===== config.mk =====
export PLATFORM = sky130hd
export DESIGN_NAME = pulse_stretcher
export DESIGN_NICKNAME = d
export VERILOG_FILES = /design/src/rtl/pulse_stretcher.sv
export SDC_FILE = /design/constraint.sdc
export NUM_CORES = 1
export LEC_CHECK = 0
export CAP_MARGIN = 20
export CORE_MARGIN = 5
export CORE_UTILIZATION = 55
export DETAILED_ROUTE_END_ITERATION = 8
export MAX_ROUTING_LAYER = met4
export PLACE_DENSITY = 0.79
export SETUP_SLACK_MARGIN = 0.3
export SLEW_MARGIN = 20
export SYNTH_ARGS = -nofsm -noshare
export SYNTH_HDL_FRONTEND = slang
export SYNTH_SLANG_ARGS = --single-unit

===== constraint.sdc =====
create_clock -name clk -period 2.7 [get_ports clk]
set_clock_uncertainty 0.1 [all_clocks]
set_input_delay 0.54 -clock clk [delete_from_list [all_inputs] [get_ports clk]]
set_output_delay 0.54 -clock clk [all_outputs]
set_load 0.02 [all_outputs]

===== src/rtl/pulse_stretcher.sv =====
// Pulse stretcher: turns a one-cycle trigger into a level held for
// duration * TICK_DIV clocks, with retrigger, cancel and an expiry pulse.
module pulse_stretcher #(
    parameter int unsigned CLK_FREQ  = 50_000_000,
    parameter int unsigned TICK_FREQ = 1_000,
    parameter int unsigned WIDTH     = 16
) (
    input  logic             clk,
    input  logic             rst,
    input  logic             trig_in,
    input  logic [WIDTH-1:0] duration,
    input  logic             retrigger_en,
    input  logic             cancel,
    output logic             pulse_out,
    output logic             busy,
    output logic             done
);

    // TICK_DIV must be at least 2 so the prescaler has a non-zero width.
    localparam int unsigned TICK_DIV = CLK_FREQ / TICK_FREQ;
    localparam int unsigned PSC_W    = $clog2(TICK_DIV);
    localparam logic [PSC_W-1:0] PSC_LAST = PSC_W'(TICK_DIV - 1);

    typedef enum logic [1:0] {
        S_IDLE = 2'd0,
        S_HOLD = 2'd1,
        S_DONE = 2'd2
    } state_t;

    state_t           r_state;
    logic [WIDTH-1:0] r_rem;
    logic [PSC_W-1:0] r_psc;

    state_t           w_state_nxt;
    logic [WIDTH-1:0] w_rem_nxt;
    logic [PSC_W-1:0] w_psc_nxt;
    logic             w_pulse_nxt;
    logic             w_busy_nxt;
    logic             w_done_nxt;

    logic w_dur_ok;
    logic w_tick;

    assign w_dur_ok = (duration != '0);
    assign w_tick   = (r_psc == PSC_LAST);

    // State register, remaining-ticks counter and prescaler
    always_ff @(posedge clk) begin
        if (rst) begin
            r_state <= S_IDLE;
            r_rem   <= '0;
            r_psc   <= '0;
        end else begin
            r_state <= w_state_nxt;
            r_rem   <= w_rem_nxt;
            r_psc   <= w_psc_nxt;
        end
    end

    // Next-state logic; the prescaler defaults to 0 so it idles outside HOLD
    always_comb begin
        w_state_nxt = r_state;
        w_rem_nxt   = r_rem;
        w_psc_nxt   = '0;
        case (r_state)
            S_IDLE, S_DONE: begin
                w_state_nxt = S_IDLE;
                if (trig_in && w_dur_ok && !cancel) begin
                    w_state_nxt = S_HOLD;
                    w_rem_nxt   = duration;
                end
            end
            S_HOLD: begin
                if (cancel) begin
                    w_state_nxt = S_IDLE;
                    w_rem_nxt   = '0;
                end else if (trig_in && retrigger_en && w_dur_ok) begin
                    w_rem_nxt = duration;
                end else if (w_tick) begin
                    if (r_rem != '0) begin
                        w_rem_nxt = r_rem - WIDTH'(1);
                    end
                    if (r_rem <= WIDTH'(1)) begin
                        w_state_nxt = S_DONE;
                    end
                end else begin
                    w_psc_nxt = r_psc + PSC_W'(1);
                end
            end
            default: begin
                w_state_nxt = S_IDLE;
                w_rem_nxt   = '0;
            end
        endcase
    end

    // Output decode from the upcoming state so the registered outputs align with it
    always_comb begin
        w_pulse_nxt = 1'b0;
        w_busy_nxt  = 1'b0;
        w_done_nxt  = 1'b0;
        case (w_state_nxt)
            S_HOLD: begin
                w_pulse_nxt = 1'b1;
                w_busy_nxt  = 1'b1;
            end
            S_DONE:  w_done_nxt = 1'b1;
            default: ;
        endcase
    end

    always_ff @(posedge clk) begin
        if (rst) begin
            pulse_out <= 1'b0;
            busy      <= 1'b0;
            done      <= 1'b0;
        end else begin
            pulse_out <= w_pulse_nxt;
            busy      <= w_busy_nxt;
            done      <= w_done_nxt;
        end
    end

endmodule


==> out/results.ini, run 1 <==
[final_layout]
final_util_pct=73.3
fin_area_mm2=0.00246
final_nets=296
layout-area-overhead-vs-synth_pct=28.3
drive_gt1_share_pct=17.3
n_antenna_cell=0

[sta]
tns_ps=0
setup_violations=0
slew_headroom_pct=69.0
max_freq_mhz=427
final_max_slew_viol_count=0
fin_crit_ps=2340
rsz0062_at_grt=false
fin_crit_sh_pct=86.7
max_slew.worst_pin.slew_ps=461
hold_viol_final=0

[yosys]
yosys_warnings=0
synth-xor-area-share_pct=6.38
yosys.area_share.simple_pct=26.3
ys_async_sr_fraction_pct=0
synth_top_family_by_area=simple AND/OR/NAND/NOR gates
synth.area.top_cells=dfxtp_1, nor2_1, xor2_1, o2bb2ai_1, o22ai_1
muxShareOfSynthArea_pct=0
synth_edf_count=0
syn_area_mm2=0.00192
syn_inst=228
synth-compound-area-share_pct=22.0
ys_top_cells_by_count=dfxtp_1, nor2_1, nand2_1, o22ai_1
yosysTopAreaCell=dfxtp_1
seq_area_frac_synth_pct=37.5
synth_fp_nets=252
dominantRegCellSynth=dfxtp_1
yosys.area_share.adder_pct=1.95
synth_cell_types=44
synth_top_area_share_pct=37.5
synth.avg_cell_area_um2=8.43
yosysMostFrequentCell=dfxtp_1
ys_ff_latch=36

[worst_setup_path]
start_kind=input port
r2r-start=r_rem[0]
rr_endpoint=r_rem[12]
required_ps=2870
r2r_cells=9
critical_path_class=input port to flip-flop
r2r_setup_slack_ps=430
crit_arrival_ps=2510
cp-end-kind=flip-flop
critPathMaxFanout=5

[power]
finalPower_uw=1150
p_leak_uw=0.000933
vdd_ir_drop_max_uv=336
powerDensity_mw_per_mm2=468

[route]
via_per_inst=6.01
wire_per_inst_um=15.1
vias=1910
drt-total-wl_mm=4.81
ant_nets=0
drc_errors=0
first_pass_iters=4
drt_iter0_markers=152

[place]
place_area_mm2=0.00232
gp_congestion=0.878
portBuffers=23
dp_hpwl_mm=3.55

[floorplanning]
die_width_um=69.1
rows=21
fp.dieArea_mm2=0.00478
die_y_um=69.1
start_util_pct=57.1
core_mm2=0.00336
io_pins=24

[hold_path]
hold_start=r_rem[8]
hold-path-cell-count=1
min_to=r_rem[8]
hold_path_class=flip-flop to flip-flop

[job]
max_cap_viol_count=0

[clocking]
numCtsBuffers=5
root_buffer=clkbuf_4
cts_tree=done
htree_levels=2
clk_pin_slew_ps=100
cts_sinks=36
insertion_delay_ps=330
clockBufferDepth=2
cts_hold_buf=0

[global_routing]
first_global_vias=1784
grt_max_degree=17
grt.total_usage_pct=21.1
overflow=0
antenna_found_initial=0
grt_pass1_wl_mm=8.23

[status]
status=finished, final reports clean

## logic make-up after synthesis
family                   Yosys count
flip-flops                        36
XOR/XNOR                          14
adder cells (fa/ha/maj)            3
AND/OR/NAND/NOR                   96
AO/OA/AOI/OAI                     58
buffers and inverters             21
## per-layer routing
layer	vias up	routed length (um)	share of wire (%)	GRT usage [%]
li1	936	-	-	-
met1	874	2190	46	28.3
met2	91	2150	45	31.9
met3	9	397	8.3	5.38
met4	0	67	1.4	4.99
met5	-	0	0	-
## worst max path at each step
stage / start / endpoint / slack (ps) / cells after the start
6_report: duration[9] / r_rem[12] / 360 / 9
5_1_grt: duration[1] / r_rem[12] / 290 / 8
4_1_cts: duration[3] / r_rem[6] / 300 / 9
3_5_place_dp: duration[8] / r_rem[10] / -60 / 9
3_3_place_gp: duration[1] / r_rem[6] / -70 / 8
2_1_floorplan: r_rem[0] / r_rem[15] / 350 / 10
## state kept, by name, summed over array words and instances, names as in the netlist
signal   flops
busy         1
done         1
r_psc       16
r_rem       16
r_state      2
## stage by stage
stage	instances	hold slack [ps]	setup slack [ps]
detailed placement	310	348	-62.5
finish	318	371	359
CTS	318	374	301
global route	318	397	290
floorplan	228	324	352
global placement	310	342	-67.7
## cell type report
| type | instances | area, um^2 |
|---|---|---|
| inverter | 9 | 33.8 |
| clock buffer | 7 | 65.1 |
| timing repair buffer | 49 | 437 |
| fill | 286 | 898 |
| sequential | 36 | 721 |
| tap | 46 | 57.6 |
| multi-input combinational | 171 | 1150 |
## placed cells by master (no fill, tap or decap), types with 3 or more instances in the layout
| master | Yosys | final |
|---|---|---|
| inv_1 | 9 | 7 |
| nor4_1 | 8 | 5 |
| dfxtp_1 | 36 | 36 |
| nand4_1 | 4 | 4 |
| clkdlybuf4s50_1 | 0 | 20 |
| nand2_1 | 11 | 11 |
| xnor2_1 | 5 | 5 |
| a22oi_1 | 3 | 3 |
| nor4_2 | 0 | 3 |
| nor3_1 | 8 | 8 |
| a32oi_1 | 5 | 5 |
| nor2_1 | 33 | 33 |
| buf_4 | 2 | 25 |
| and2_1 | 4 | 4 |
| o22ai_1 | 11 | 9 |
| or3_1 | 3 | 3 |
| nand3_1 | 7 | 7 |
| o22a_1 | 4 | 4 |
| a21oi_1 | 9 | 9 |
| o2bb2ai_1 | 8 | 8 |
| clkbuf_4 | 0 | 5 |
| dlymetal6s2s_1 | 0 | 3 |
| and3_1 | 9 | 9 |
| xor2_1 | 9 | 9 |
## where the power goes
group | switching, uW | leakage (uW) | internal (uW) | total, uW
Combinational | 132 | 0.000603 | 133 | 265
Sequential | 19.0 | 0.000293 | 550 | 569
Clock | 173 | 0.0000374 | 148 | 321
## timing repair
action,4_1_cts,5_1_grt
buffers inserted,1,0
pin swaps,3,8
gates resized for setup,4,14
setup endpoints to repair,10,31
## worst max-delay path, cell delays in order
cell and delay (ps):
clkdlybuf4s50_1 430, nor4_2 290, buf_4 160, nand4_1 150
a31oi_2 270, o21ba_4 190, buf_4 150, o22a_1 210
o22ai_2 110
Power figures use the tool's default switching activity.
==> inputs of run 2 (changes only) <==
--- a/config.mk
+++ b/config.mk
@@ -5,12 +5,12 @@
 export SDC_FILE = /design/constraint.sdc
 export NUM_CORES = 1
 export LEC_CHECK = 0
-export CAP_MARGIN = 20
 export CORE_MARGIN = 5
 export CORE_UTILIZATION = 55
 export DETAILED_ROUTE_END_ITERATION = 8
 export MAX_ROUTING_LAYER = met4
 export PLACE_DENSITY = 0.79
+export RECOVER_POWER = 100
 export SETUP_SLACK_MARGIN = 0.3
 export SLEW_MARGIN = 20
 export SYNTH_ARGS = -nofsm -noshare
==> out/results.ini, run 2 (synthesized netlist as in run 1, its figures left out) <==
[hold_path]
hold_path_class=flip-flop to flip-flop
hold_start=r_rem[8]
hold-path-cell-count=1
min_to=r_rem[8]

[power]
powerDensity_mw_per_mm2=472
vdd_ir_drop_max_uv=328
p_leak_uw=0.000928

[floorplanning]
die_y_um=69.1
die_width_um=69.1
start_util_pct=57.1
rows=21
core_mm2=0.00336
io_pins=24
fp.dieArea_mm2=0.00478

[global_routing]
grt.total_usage_pct=21.1
antenna_found_initial=0
grt_pass1_wl_mm=8.23
first_global_vias=1784
grt_max_degree=17
overflow=0

[route]
drc_errors=0
m1WireLength_mm=2.30
via_per_inst=5.90
wire_per_inst_um=15.3
wl_met2_mm=2.17
vias=1876
ant_nets=0
first_pass_iters=4
drt-total-wl_mm=4.85
top_layer=met4
drt_iter0_markers=145
route.met3.wl_um=310

[worst_setup_path]
r2r_cells=9
start_kind=input port
cp-end-kind=flip-flop
rr_endpoint=r_rem[12]
r2r_setup_slack_ps=400
critical_path_class=input port to flip-flop
r2r-start=r_rem[0]
crit_arrival_ps=2520
critPathMaxFanout=8
required_ps=2830

[clocking]
root_buffer=clkbuf_4
cts_tree=done
htree_levels=2
numCtsBuffers=5
clk_pin_slew_ps=100
cts_sinks=36
clockBufferDepth=2
insertion_delay_ps=340

[sta]
worst_slack_ps=310
fin_crit_ps=2390
tns_ps=0
max_slew.worst_pin.slew_ps=474
hold_viol_final=0
setup_violations=0
final_max_slew_viol_count=0
rsz0062_at_grt=false
slew_headroom_pct=68.1
hold_slack_ps=369
max_freq_mhz=418
fin_crit_sh_pct=88.5

[place]
dp_hpwl_mm=3.55
portBuffers=23
gp_congestion=0.878
dp_slack_ps=-62.5
place_area_mm2=0.00232

[final_layout]
layout_commonest_cell=dfxtp_1
n_antenna_cell=0
drive_gt1_share_pct=14.7
layout-area-overhead-vs-synth_pct=26.2
fin_area_mm2=0.00243
mostFrequentLayoutCells=dfxtp_1, nor2_1, buf_4, clkdlybuf4s50_1, nand2_1
final_nets=296
reg.largest.list=r_psc (16), r_rem (16), r_state (2)

[job]
max_cap_viol_count=0

[status]
status=finished, final reports clean

run 2: cell count changes in the layout (fill, tap and decap cells not counted), sizes merged:
cell           before  now
buf                26   21
clkbuf              7   12
clkdlybuf4s50      20   17
dlygate4sd3         0    3
run 2: worst max-delay path, stage by stage:
cell,delay (ps)
clkdlybuf4s50_1,420
nor4_1,300
buf_4,180
a41o_1,180
clkbuf_1,210
o21ai_2,160
clkbuf_2,220
a22oi_1,220
o2bb2ai_1,100
run 2: timing repair:
item                                    4_1_cts  5_1_grt
resized for setup                             4       14
cloned                                        0        0
pin swaps                                     3        8
hold buffers                                  0        0
buffers inserted                              1        0
endpoints found under the hold margin         0        0
endpoints found under the setup margin       10       31
run 2: area by class of cell:
class / instances / area, um^2
multi-input combinational: 171 / 1130
fill: 298 / 937
sequential: 36 / 721
timing repair buffer: 49 / 423
clock buffer: 7 / 65.1
tap: 46 / 57.6
inverter: 9 / 33.8
run 2: layer usage:
metal  global-route usage [%]  up-vias
met5                        -        -
met4                     4.99        0
met3                     5.38        9
met2                     31.9       67
met1                     28.3      868
li1                         -      932
run 2: worst max-delay path by stage:
stage,startpoint,to,slack (ps),cells past startpoint
finish,duration[5],r_rem[15],310,9
global route,duration[5],r_rem[12],160,9
CTS,duration[3],r_rem[6],300,9
detailed placement,duration[8],r_rem[10],-60,9
global placement,duration[1],r_rem[6],-70,8
floorplan,r_rem[0],r_rem[15],350,10
run 2: power breakdown:
| part | switching [uW] | internal (uW) |
|---|---|---|
| registers | 18.6 | 550 |
| clock network | 172 | 148 |
| logic | 132 | 127 |
| total | 322 | 824 |
run 2: metrics by stage:
stage,total power (uW),std cells,util (%)
2_1_floorplan,731,228,-
3_3_place_gp,819,310,68.9
3_5_place_dp,822,310,68.9
4_1_cts,1140,318,71.6
5_1_grt,1200,318,72.1
6_report,1150,318,72.1
==> inputs of run 3 (changes only) <==
--- a/config.mk
+++ b/config.mk
@@ -12,6 +12,7 @@
 export PLACE_DENSITY = 0.79
 export RECOVER_POWER = 100
 export SETUP_SLACK_MARGIN = 0.3
+export SKIP_CTS_REPAIR_TIMING = 1
 export SLEW_MARGIN = 20
 export SYNTH_ARGS = -nofsm -noshare
 export SYNTH_HDL_FRONTEND = slang
==> out/results.ini, run 3 (synthesized netlist as in run 1, its figures left out) <==
[status]
status=finished, final reports clean

[sta]
slew_headroom_pct=69.7
setup_violations=0
fin_crit_sh_pct=89.8
max_slew.worst_pin.slew_ps=451
final_max_slew_viol_count=0
max_freq_mhz=412
rsz0062_at_grt=true
hold_viol_final=0
fin_crit_ps=2430
worst_slack_ps=275
hold_slack_ps=371

[global_routing]
first_global_vias=1770
grt_max_degree=17
grt_pass1_wl_mm=8.14
overflow=0
grt.total_usage_pct=20.8
antenna_found_initial=0

[power]
p_sw_share_pct=28.2
vdd_ir_drop_max_uv=335
p_leak_uw=0.000923
seqPwrFrac_pct=49.4
p_int_uw=827
comb_power_share_pct=22.8
clkPwrFrac_pct=27.8
powerDensity_mw_per_mm2=472
p_sw_uw=325

[route]
via_per_inst=5.95
ant_nets=0
vias=1893
first_pass_iters=4
wire_per_inst_um=15.6
drt_iter0_markers=213
drt-total-wl_mm=4.95
drc_errors=0

[place]
place_area_mm2=0.00232
gp_congestion=0.878
dp_hpwl_mm=3.55
dp.cells=310
dp_slack_ps=-62.5
portBuffers=23

[worst_setup_path]
critPathMaxFanout=5
worstSetupStartpoint=duration[4]
critical_path_class=input port to flip-flop
crit_arrival_ps=2600
rr_endpoint=r_rem[12]
start_kind=input port
r2r_cells=9
r2r_setup_slack_ps=390
r2r-start=r_rem[1]
cp-end-kind=flip-flop
required_ps=2870

[hold_path]
hold-path-cell-count=1
hold_path_class=flip-flop to flip-flop
hold_start=r_rem[8]
min_to=r_rem[8]

[floorplanning]
rows=21
start_util_pct=57.1
die_y_um=69.1
fp.dieArea_mm2=0.00478
core_mm2=0.00336
die_width_um=69.1
io_pins=24

[final_layout]
drive_gt1_share_pct=15.8
reg.largest.list=r_psc (16), r_rem (16), r_state (2)
mostFrequentLayoutCells=dfxtp_1, nor2_1, buf_4, clkdlybuf4s50_1, nand2_1
layout-area-overhead-vs-synth_pct=27.0
fin_area_mm2=0.00244
final_cells=318
fillers=292
n_antenna_cell=0
final_nets=296
layout_commonest_cell=dfxtp_1

[clocking]
cts_sinks=36
cts_tree=done
root_buffer=clkbuf_4
clockBufferDepth=2
htree_levels=2
numCtsBuffers=5
clk_pin_slew_ps=110
insertion_delay_ps=340

[job]
max_cap_viol_count=0

[run 3: through the flow]
| stage | setup TNS (ps) | util [%] | total power [uW] |
|---|---|---|---|
| floorplan | 0 | - | 731 |
| global placement | -330 | 68.9 | 819 |
| detailed placement | -347 | 68.9 | 822 |
| CTS | 0 | 70.9 | 1140 |
| global route | 0 | 72.5 | 1210 |
| finish | 0 | 72.5 | 1150 |
[run 3: power groups by stage]
| stage | combinational, uW | clock, uW | sequential [uW] |
|---|---|---|---|
| after CTS | 245 | 326 | 567 |
| after global routing | 286 | 351 | 571 |
| final | 263 | 321 | 569 |
| after global placement | 241 | 0 | 578 |
| after floorplan | 156 | 0 | 575 |
| after detailed placement | 243 | 0 | 579 |
[run 3: worst max path at each step]
stage / end / cells after the start
after global placement: r_rem[6] / 8
after detailed placement: r_rem[10] / 9
final: r_rem[12] / 9
after global routing: r_rem[12] / 9
after CTS: r_rem[6] / 9
after floorplan: r_rem[15] / 10
[run 3: layout make-up]
type	instances	area (um^2)	area share, %
Multi-Input combinational cell	171	1140	46.7
Sequential cell	36	722	29.6
Timing Repair Buffer	49	423	17.3
Clock buffer	7	65.1	2.67
Tap cell	46	57.6	2.36
Inverter	9	33.8	1.38
[run 3: worst max-delay path, stage by stage]
cell,delay [ps]
clkdlybuf4s50_1,450
nor4_1,340
buf_4,170
nand4_1,140
a31oi_2,260
o21ba_1,210
buf_4,160
o22a_1,210
o22ai_2,110
[run 3: layer usage]
| metal | vias to the layer above | track usage (%) | routed length (um) |
|---|---|---|---|
| met1 | 881 | 27.9 | 2290 |
| met2 | 68 | 31.4 | 2260 |
| li1 | 937 | - | - |
| met3 | 7 | 5.38 | 347 |
| met5 | - | - | 0 |
| met4 | 0 | 4.99 | 50 |
